===== config.mk =====
export PLATFORM = sky130hd
export DESIGN_NAME = serial_subtractor_flat
export DESIGN_NICKNAME = d
export VERILOG_FILES = /design/src/rtl/serial_subtractor_if.sv /design/src/rtl/serial_subtractor.sv /design/src/flat_wrapper.sv
export SDC_FILE = /design/constraint.sdc
export NUM_CORES = 1
export LEC_CHECK = 0
export ABC_CLOCK_PERIOD_IN_PS = 3100
export CORE_MARGIN = 5
export CORE_UTILIZATION = 57
export CTS_BUF_LIST = sky130_fd_sc_hd__clkbuf_8
export CTS_CLUSTER_DIAMETER = 120
export CTS_CLUSTER_SIZE = 25
export DETAILED_ROUTE_END_ITERATION = 8
export HOLD_SLACK_MARGIN = 0.06
export PLACE_DENSITY = 0.89
export RECOVER_POWER = 50
export SLEW_MARGIN = 5
export SYNTH_ARGS = -nofsm -noshare
export SYNTH_HDL_FRONTEND = slang
export SYNTH_SLANG_ARGS = --single-unit
export TNS_END_PERCENT = 1

===== constraint.sdc =====
create_clock -name clk -period 3.1 [get_ports clk]
set_input_delay 0.775 -clock clk [delete_from_list [all_inputs] [get_ports clk]]
set_output_delay 0.775 -clock clk [all_outputs]
set_load 0.1 [all_outputs]

===== src/rtl/serial_subtractor_if.sv =====
// ---------------------------------------------------------------------------
// serial_subtractor_if
//
// Bundles the operand-side and result-side valid/ready handshakes of the
// bit-serial subtractor. clk and rst are not part of the bundle; they stay
// plain ports on the subtractor itself.
//
//   Operand side (driven by the producer):
//     in_valid  - A, B and Bin are valid
//     in_ready  - subtractor is idle and will take the operands
//     A, B      - minuend / subtrahend, SIZE bits
//     Bin       - borrow-in
//
//   Result side (driven by the subtractor):
//     out_valid - D and flags are valid
//     out_ready - consumer takes the result
//     D         - difference modulo 2^SIZE
//     Bout      - borrow-out (unsigned A < B + Bin)
//     Z, N, V   - zero, negative, signed overflow
//
// Modports:
//   master - the producer/consumer environment around the subtractor
//   slave  - the subtractor
// ---------------------------------------------------------------------------
interface serial_subtractor_if #(
    parameter int SIZE = 4
);
    logic            in_valid;
    logic            in_ready;
    logic [SIZE-1:0] A;
    logic [SIZE-1:0] B;
    logic            Bin;

    logic            out_valid;
    logic            out_ready;
    logic [SIZE-1:0] D;
    logic            Bout;
    logic            Z;
    logic            N;
    logic            V;

    modport master (
        output in_valid,
        output A,
        output B,
        output Bin,
        output out_ready,
        input  in_ready,
        input  out_valid,
        input  D,
        input  Bout,
        input  Z,
        input  N,
        input  V
    );

    modport slave (
        input  in_valid,
        input  A,
        input  B,
        input  Bin,
        input  out_ready,
        output in_ready,
        output out_valid,
        output D,
        output Bout,
        output Z,
        output N,
        output V
    );
endinterface


===== src/rtl/serial_subtractor.sv =====
// ---------------------------------------------------------------------------
// serial_subtractor
//
// Bit-serial subtractor: D = A - B - Bin, one bit per clock, LSB first, with
// a single borrow flip-flop carried from bit to bit. Also reports borrow-out
// and zero / negative / signed-overflow flags for compare and branch logic.
//
// Ports:
//   clk  - sole clock, rising edge
//   rst  - synchronous, active-high reset; aborts any operation in flight
//   bus  - serial_subtractor_if.slave: operand handshake (in_valid/in_ready,
//          A, B, Bin) and result handshake (out_valid/out_ready, D, Bout,
//          Z, N, V)
//
// Flow:
//   IDLE  : in_ready=1. An in_valid edge loads the operand shift registers,
//           the borrow flip-flop (with Bin) and clears the bit counter.
//   SHIFT : SIZE cycles, one difference bit per cycle. The result and flags
//           are registered on the edge that processes the last bit.
//   DONE  : out_valid=1, result held until out_ready; then back to IDLE.
//
// Timing: result visible SIZE cycles after the accept edge; one operation
// per SIZE+2 cycles at best. in_ready and out_valid are never both high.
// ---------------------------------------------------------------------------
module serial_subtractor #(
    parameter int SIZE = 4
) (
    input  logic                clk,
    input  logic                rst,
    serial_subtractor_if.slave  bus
);

    // Counter must be able to hold SIZE so that SIZE=1 still gets one bit.
    localparam int CW = $clog2(SIZE + 1);

    typedef enum logic [1:0] {
        IDLE  = 2'd0,
        SHIFT = 2'd1,
        DONE  = 2'd2
    } state_t;

    state_t          state_q;
    state_t          state_d;

    logic [CW-1:0]   cnt_q;
    logic [SIZE-1:0] a_sr;
    logic [SIZE-1:0] b_sr;
    logic [SIZE-1:0] d_sr;
    logic            br_q;

    // Operand sign bits are kept aside because the shift registers no
    // longer hold them by the time the overflow flag is computed.
    logic            a_msb_q;
    logic            b_msb_q;

    logic [SIZE-1:0] d_q;
    logic            bout_q;
    logic            z_q;
    logic            n_q;
    logic            v_q;

    logic            in_ready_c;
    logic            out_valid_c;

    logic            a_bit;
    logic            b_bit;
    logic            d_bit;
    logic            br_next;
    logic            last_bit;
    logic [SIZE-1:0] d_next;

    // -----------------------------------------------------------------------
    // Full-subtractor bit slice.
    // -----------------------------------------------------------------------
    function automatic logic diff_bit(input logic a, input logic b,
                                      input logic br);
        return a ^ b ^ br;
    endfunction

    function automatic logic borrow_next(input logic a, input logic b,
                                         input logic br);
        return (~a & b) | (~a & br) | (b & br);
    endfunction

    // Insert the new difference bit at the MSB while the older bits move
    // toward the LSB. Written with shifts rather than a concatenation so
    // that SIZE=1 needs no zero-width slice.
    function automatic logic [SIZE-1:0] shift_in_msb(input logic [SIZE-1:0] v,
                                                     input logic bit_in);
        return (v >> 1) | (SIZE'(bit_in) << (SIZE - 1));
    endfunction

    assign a_bit    = a_sr[0];
    assign b_bit    = b_sr[0];
    assign d_bit    = diff_bit(a_bit, b_bit, br_q);
    assign br_next  = borrow_next(a_bit, b_bit, br_q);
    assign d_next   = shift_in_msb(d_sr, d_bit);
    assign last_bit = (cnt_q == CW'(SIZE - 1));

    // -----------------------------------------------------------------------
    // Control FSM: state register
    // -----------------------------------------------------------------------
    always_ff @(posedge clk) begin
        if (rst) begin
            state_q <= IDLE;
        end else begin
            state_q <= state_d;
        end
    end

    // -----------------------------------------------------------------------
    // Control FSM: next state and handshake outputs
    // -----------------------------------------------------------------------
    always_comb begin
        state_d     = state_q;
        in_ready_c  = 1'b0;
        out_valid_c = 1'b0;
        unique case (state_q)
            IDLE: begin
                in_ready_c = 1'b1;
                if (bus.in_valid) begin
                    state_d = SHIFT;
                end
            end
            SHIFT: begin
                if (last_bit) begin
                    state_d = DONE;
                end
            end
            DONE: begin
                out_valid_c = 1'b1;
                if (bus.out_ready) begin
                    state_d = IDLE;
                end
            end
            default: begin
                state_d = IDLE;
            end
        endcase
    end

    // -----------------------------------------------------------------------
    // Datapath: operand capture, bit-serial shift, result/flag registers.
    // Result registers load only on the last SHIFT edge, so they stay
    // stable through DONE stalls and after the handshake.
    // -----------------------------------------------------------------------
    always_ff @(posedge clk) begin
        if (rst) begin
            cnt_q   <= '0;
            a_sr    <= '0;
            b_sr    <= '0;
            d_sr    <= '0;
            br_q    <= 1'b0;
            a_msb_q <= 1'b0;
            b_msb_q <= 1'b0;
            d_q     <= '0;
            bout_q  <= 1'b0;
            z_q     <= 1'b0;
            n_q     <= 1'b0;
            v_q     <= 1'b0;
        end else begin
            unique case (state_q)
                IDLE: begin
                    if (bus.in_valid) begin
                        a_sr    <= bus.A;
                        b_sr    <= bus.B;
                        d_sr    <= '0;
                        br_q    <= bus.Bin;
                        cnt_q   <= '0;
                        a_msb_q <= bus.A[SIZE-1];
                        b_msb_q <= bus.B[SIZE-1];
                    end
                end
                SHIFT: begin
                    a_sr  <= a_sr >> 1;
                    b_sr  <= b_sr >> 1;
                    d_sr  <= d_next;
                    br_q  <= br_next;
                    cnt_q <= cnt_q + CW'(1);
                    if (last_bit) begin
                        d_q    <= d_next;
                        bout_q <= br_next;
                        z_q    <= (d_next == '0);
                        n_q    <= d_next[SIZE-1];
                        v_q    <= (a_msb_q ^ b_msb_q) & (a_msb_q ^ d_next[SIZE-1]);
                    end
                end
                default: begin
                end
            endcase
        end
    end

    assign bus.in_ready  = in_ready_c;
    assign bus.out_valid = out_valid_c;
    assign bus.D         = d_q;
    assign bus.Bout      = bout_q;
    assign bus.Z         = z_q;
    assign bus.N         = n_q;
    assign bus.V         = v_q;

endmodule

===== src/flat_wrapper.sv =====
// flat-port wrapper written by rule: the top's interface ports become plain ports
module serial_subtractor_flat 
#(
    parameter int SIZE = 4
)
  (clk, rst, bus_in_valid, bus_A, bus_B, bus_Bin, bus_out_ready, bus_in_ready, bus_out_valid, bus_D, bus_Bout, bus_Z, bus_N, bus_V);
  serial_subtractor_if #(.SIZE(SIZE)) bus_i ();
  input  logic clk;
  input  logic rst;
  input wire logic [$bits(bus_i.in_valid)-1:0] bus_in_valid;
  input wire logic [$bits(bus_i.A)-1:0] bus_A;
  input wire logic [$bits(bus_i.B)-1:0] bus_B;
  input wire logic [$bits(bus_i.Bin)-1:0] bus_Bin;
  input wire logic [$bits(bus_i.out_ready)-1:0] bus_out_ready;
  output wire logic [$bits(bus_i.in_ready)-1:0] bus_in_ready;
  output wire logic [$bits(bus_i.out_valid)-1:0] bus_out_valid;
  output wire logic [$bits(bus_i.D)-1:0] bus_D;
  output wire logic [$bits(bus_i.Bout)-1:0] bus_Bout;
  output wire logic [$bits(bus_i.Z)-1:0] bus_Z;
  output wire logic [$bits(bus_i.N)-1:0] bus_N;
  output wire logic [$bits(bus_i.V)-1:0] bus_V;
  assign bus_i.in_valid = bus_in_valid;
  assign bus_i.A = bus_A;
  assign bus_i.B = bus_B;
  assign bus_i.Bin = bus_Bin;
  assign bus_i.out_ready = bus_out_ready;
  assign bus_in_ready = bus_i.in_ready;
  assign bus_out_valid = bus_i.out_valid;
  assign bus_D = bus_i.D;
  assign bus_Bout = bus_i.Bout;
  assign bus_Z = bus_i.Z;
  assign bus_N = bus_i.N;
  assign bus_V = bus_i.V;
  serial_subtractor #(.SIZE(SIZE)) u_core (.clk(clk), .rst(rst), .bus(bus_i));
endmodule

After elaboration in Yosys (flattened, before gate mapping)
Cells that the tools add are included.

Register bits: 28. Latch bits: 0. Bits in writable memories: 0. Memory bits (read-only): 0. Input bits: 13. Output and inout port bits: 10. Word-level logic and storage cells: 55. Memories kept: 0.

$add $sub $neg: 1. $mul: 0. Divide/modulo/power cells: 0. $lt $le $gt $ge: 0. Equal/unequal tests: 6. Shifts and indexed selects: 0. Multiplexer cells: 16. Bitwise operators: 12. Reduce and logical (&&, ||, !) cells: 7.

Operators by type and width (number): one-hot mux 4 bit (2 select lines) (3); two-way mux 4 bit (3); two-way mux 2 bit (3); one-hot mux 2 bit (3 select lines) (1); one-hot mux 3 bit (2 select lines) (1); AND reduction 2 bit (3); bitwise AND 1 bit (4); zero test 4 bit (1); != test 2 bit (second input constant) (2); bitwise OR 3 x 4 -> 4 bit (1); bitwise XOR 1 bit (4); adder 3 x 1 -> 3 bit (second input constant) (1); equality test 3 x 2 -> 1 bit (second input constant) (1); two-way mux 1 bit (3); two-way mux 3 bit (1); AND reduction 3 bit (1); equality test 2 x 1 -> 1 bit (second input constant) (1); equality test 2 bit (second input constant) (1); zero test 2 bit (1); != test 2 x 1 -> 1 bit (second input constant) (1); bitwise OR 1 bit (2); one-hot mux 1 bit (2 select lines) (1); nonzero test 2 bit (1); NOT 1 bit (1).

Logic depth before layout (Yosys ltp)
Depth after elaboration: 5. Mapped depth: 6. Depth with buffers taken out: 5.

Least setup slack after synthesis
No wires, ideal clock.

Path type: register -> output. Start: register u_core.state_q[1]. End: output port bus_out_valid. Arrival: 1.838 ns. Required time: 2.325 ns. Slack: 0.487 ns. Cell stages (with the launch flop): 3. Buffers on the path: 1. Cells stage by stage: dfxtp_1 buf_6 nor2b_1.

Cells in the longest elaborated chain, start to end: 2.

RTL lines: start, declared (line serial_subtractor.sv:42) `state_t state_q;`; start signal, assigned (line serial_subtractor.sv:107) `state_q <= state_d;`; equality test 2 bit (line serial_subtractor.sv:118) `unique case (state_q)`; two-way mux 1 bit (line serial_subtractor.sv:118); end, declared (line flat_wrapper.sv:16) `output wire logic [$bits(bus_i.out_valid)-1:0] bus_out_valid;`.

No other way between the ends.

Worst setup path in the final report
Start: register u_core.state_q[0]. End: output port bus_in_ready.

Cells in the longest elaborated chain, start to end: 2.

RTL lines: zero test 2 bit (line serial_subtractor.sv:118); two-way mux 1 bit (line serial_subtractor.sv:118); end, declared (line flat_wrapper.sv:15) `output wire logic [$bits(bus_i.in_ready)-1:0] bus_in_ready;`.

No other way between the ends.

==> summary.md <==
| Metric | Value |
|---|---|
| Antenna violations before repair | 0 |
| Number of buffers added to fix hold violations after cts | 0 |
| Post-synth design cell area | 0.00119 sq mm |
| Clock root cell | clkbuf_8 |
| FP Rows | 16 |
| Number of warning messages in the yosys log | 0 |
| Clock Sinks | 26 |
| Max Clock Skew | 0.00154 ns |
| Overflow left after global routing | 0 |
| HPWL after detailed placement | 1.71 mm |
| Buffers from clock root to sink, at most | 2 |
| Post-cts repair resize count | 0 |
| DIE AREA | 0.00309 sq mm |
| PD cells | 541 mW/mm^2 |
| Final net count | 154 |
| Starting utilization of the core area | 0.598 |
| Port-buffer cells | 22 |
| Share of synthesized area occupied by flip-flops and latches | 0.439 |
| Number of hold-slack violations in the final timing report | 0 |
| Cell area after layout | 0.00137 sq mm |
| Syn_area_per_cell | 9.97 sq um |
| Setup repair after global routing missed its margin | no |
| Finished Layout Cells | 164 |
| Min-delay worst type | flip-flop to flip-flop |
| Pin count of the biggest net entering global routing | 27 |
| Number of cells after detailed placement | 160 |
| Ratio of cells with drive above 1 in the final layout | 0.0949 |
| Post-route worst setup slack | 0.825 ns |
| Total wire length after detailed routing | 2.45 mm |
| Crit path time final | 2.27 ns |
| Clock network latency to the later pin of the worst-skew pair | 0.27 ns |
| Critical Path Source Type | flip-flop |
| Standard cell core area | 0.00198 sq mm |
| Sequential standard cell area | 520 sq um |
| Crit path DAT | 1.50 ns |
| Top Ports | 23 |
| Inserted Diodes | 0 |
| Global Route met3 Usage | 0.0325 |
| Portion of the clock cycle consumed by the worst path in the final layout | 0.734 |
| Unique cell type count in the Yosys netlist | 29 |
| Cell count after synthesis | 119 |
| Placer Congestion | 0.700 |
| Violation count after the first detailed-route iteration | 29 |
| Horizontal die dimension | 55.6 um |
| Placement-stage cell area | 0.00134 sq mm |
| Static Leak | 0.503 nW |
| Detailed-route vias per instance | 5.68 |
| Utilization of the core after routing | 0.690 |
| Crit end category | primary output |
| CTS tree | done |
| Count of fill cells added during filler insertion | 151 |
| Worst Path Required | 2.32 ns |
| Worst setup path category | flip-flop to primary output |
| Most utilized layer in the global route result | met2 |
| Clock transition time at the flip-flop clock pins of the worst setup and hold paths | 0.09 ns |
| Status | finished, final reports clean |
| Final routed wire length divided by cell count | 14.9 um |
| Die span in y | 55.6 um |
| Post-route ant nets | 0 |
| Global-route met2 utilization | 0.297 |
| Commonest cells after routing, fill and taps aside | dfxtp_1, nor2_1, nand2_1, mux2i_1, clkdlybuf4s50_1 |
| Max-slew headroom | 0.202 |
| Via count | 931 |
| Worst slack, placed | 0.884 ns |
| Total of max-cap violations | 0 |
| Peak supply drop | 0.316 mV |
| Post-detailed-route DRC marker count | 0 |
| Number of detailed-route iterations in the first pass | 4 |
| Global-route wire length before repair | 4.13 mm |
| Num CTS Buffers | 3 |
| Fin Setup TNS | 0 ns |
| Net count after synthesis | 135 |
| Register-to-register setup slack | 1.41 ns |
| Area growth from synthesis to final layout | 15.3% |
| Buffers inserted during post-CTS setup optimization | 0 |
| Vias in the first global route | 932 |
| Footprint of the multi-input gates | 558 sq um |
| Number of register bits inferred by synthesis | 26 |
| Fmax | 440 MHz |
| GR met1 Demand/Resource | 0.183 |
| Slew Limit Fails | 0 |
| Aggregate global-route resource usage | 0.166 |
| Maximum fanout along the worst path | 12 |
| H-Tree Depth | 1 |
| Leading cell type in the layout, fill and taps excluded | dfxtp_1 |
| # setup viols final | 0 |
| Least-Margin Pin Slew | 1.20 ns |
[worst paths after layout]
check,cells past startpoint,to,start
worst max register to register,4,u_core.bus.V,u_core.a_sr[0]
worst min-delay path,2,u_core.bus.Z,u_core.bus.Z
worst min register to register,2,u_core.bus.Z,u_core.bus.Z
worst max-delay path,3,bus_in_ready,u_core.state_q[0]
[state kept, by name (all words and copies together) (netlist names), 2 cells and up]
name and flops:
u_core.state_q 2, u_core.b_sr 4, u_core.bus.D 4, u_core.d_sr 3, u_core.a_sr 4, u_core.cnt_q 3
[power by group]
group	switching [mW]	internal, mW	leakage [nW]
Combinational	0.0513	0.0480	0.255
Clock	0.104	0.173	0.0357
Sequential	0.0149	0.349	0.212
Total	0.170	0.570	0.503
[through the flow]
step	power, mW	hold WS (ns)
2_1_floorplan	0.446	0.445
3_3_place_gp	0.467	0.447
3_5_place_dp	0.472	0.452
4_1_cts	0.749	0.465
5_1_grt	0.766	0.471
6_report	0.740	0.461
[Yosys cell counts, drive strengths merged]
cell type / n / area, sq um
a211oi: 8 / 75.1
a21oi: 7 / 35.0
a22oi: 5 / 37.5
a2bb2oi: 2 / 17.5
a311oi: 1 / 15.0
and3b: 1 / 8.76
buf: 8 / 76.3
clkbuf: 1 / 5.00
dfxtp: 26 / 521
fa: 1 / 20.0
ha: 2 / 25.0
inv: 3 / 11.3
mux2i: 11 / 110
nand2: 11 / 41.3
nand2b: 2 / 12.5
nand3b: 2 / 15.0
nor2: 20 / 82.6
nor2b: 2 / 12.5
nor3: 1 / 5.00
nor3b: 1 / 18.8
nor4b: 1 / 8.76
o21ba: 1 / 16.3
o21bai: 1 / 7.51
or3b: 1 / 8.76
[layer usage]
layer / up-vias / share of wire
met3: 6 / 0.049
li1: 451 / -
met1: 444 / 0.41
met5: - / 0
met2: 30 / 0.52
met4: 0 / 0.022
[cell families (layout without fill, tap and decap cells)]
group	Yosys count	count (layout)	synth area share
simple gates	42	42	0.180
flops	26	26	0.439
compound gates	25	25	0.172
buf+inv	12	30	0.0781
mux	11	11	0.0928
fa+ha+maj	3	3	0.0380
[critical path, cell delays in order (launching register included)]
cell and delay (ns):
dfxtp_1 0.66, buf_4 0.27, nor2_1 0.06, buf_4 0.24
[area by class of cell]
class / instances / share of cell area
inverter: 3 / 0.00823
clock inverter: 1 / 0.0220
tap: 27 / 0.0247
sequential: 26 / 0.381
clock buffer: 3 / 0.0302
timing repair buffer: 23 / 0.126
multi-input combinational: 81 / 0.408
(Power assumes the default switching activity.)
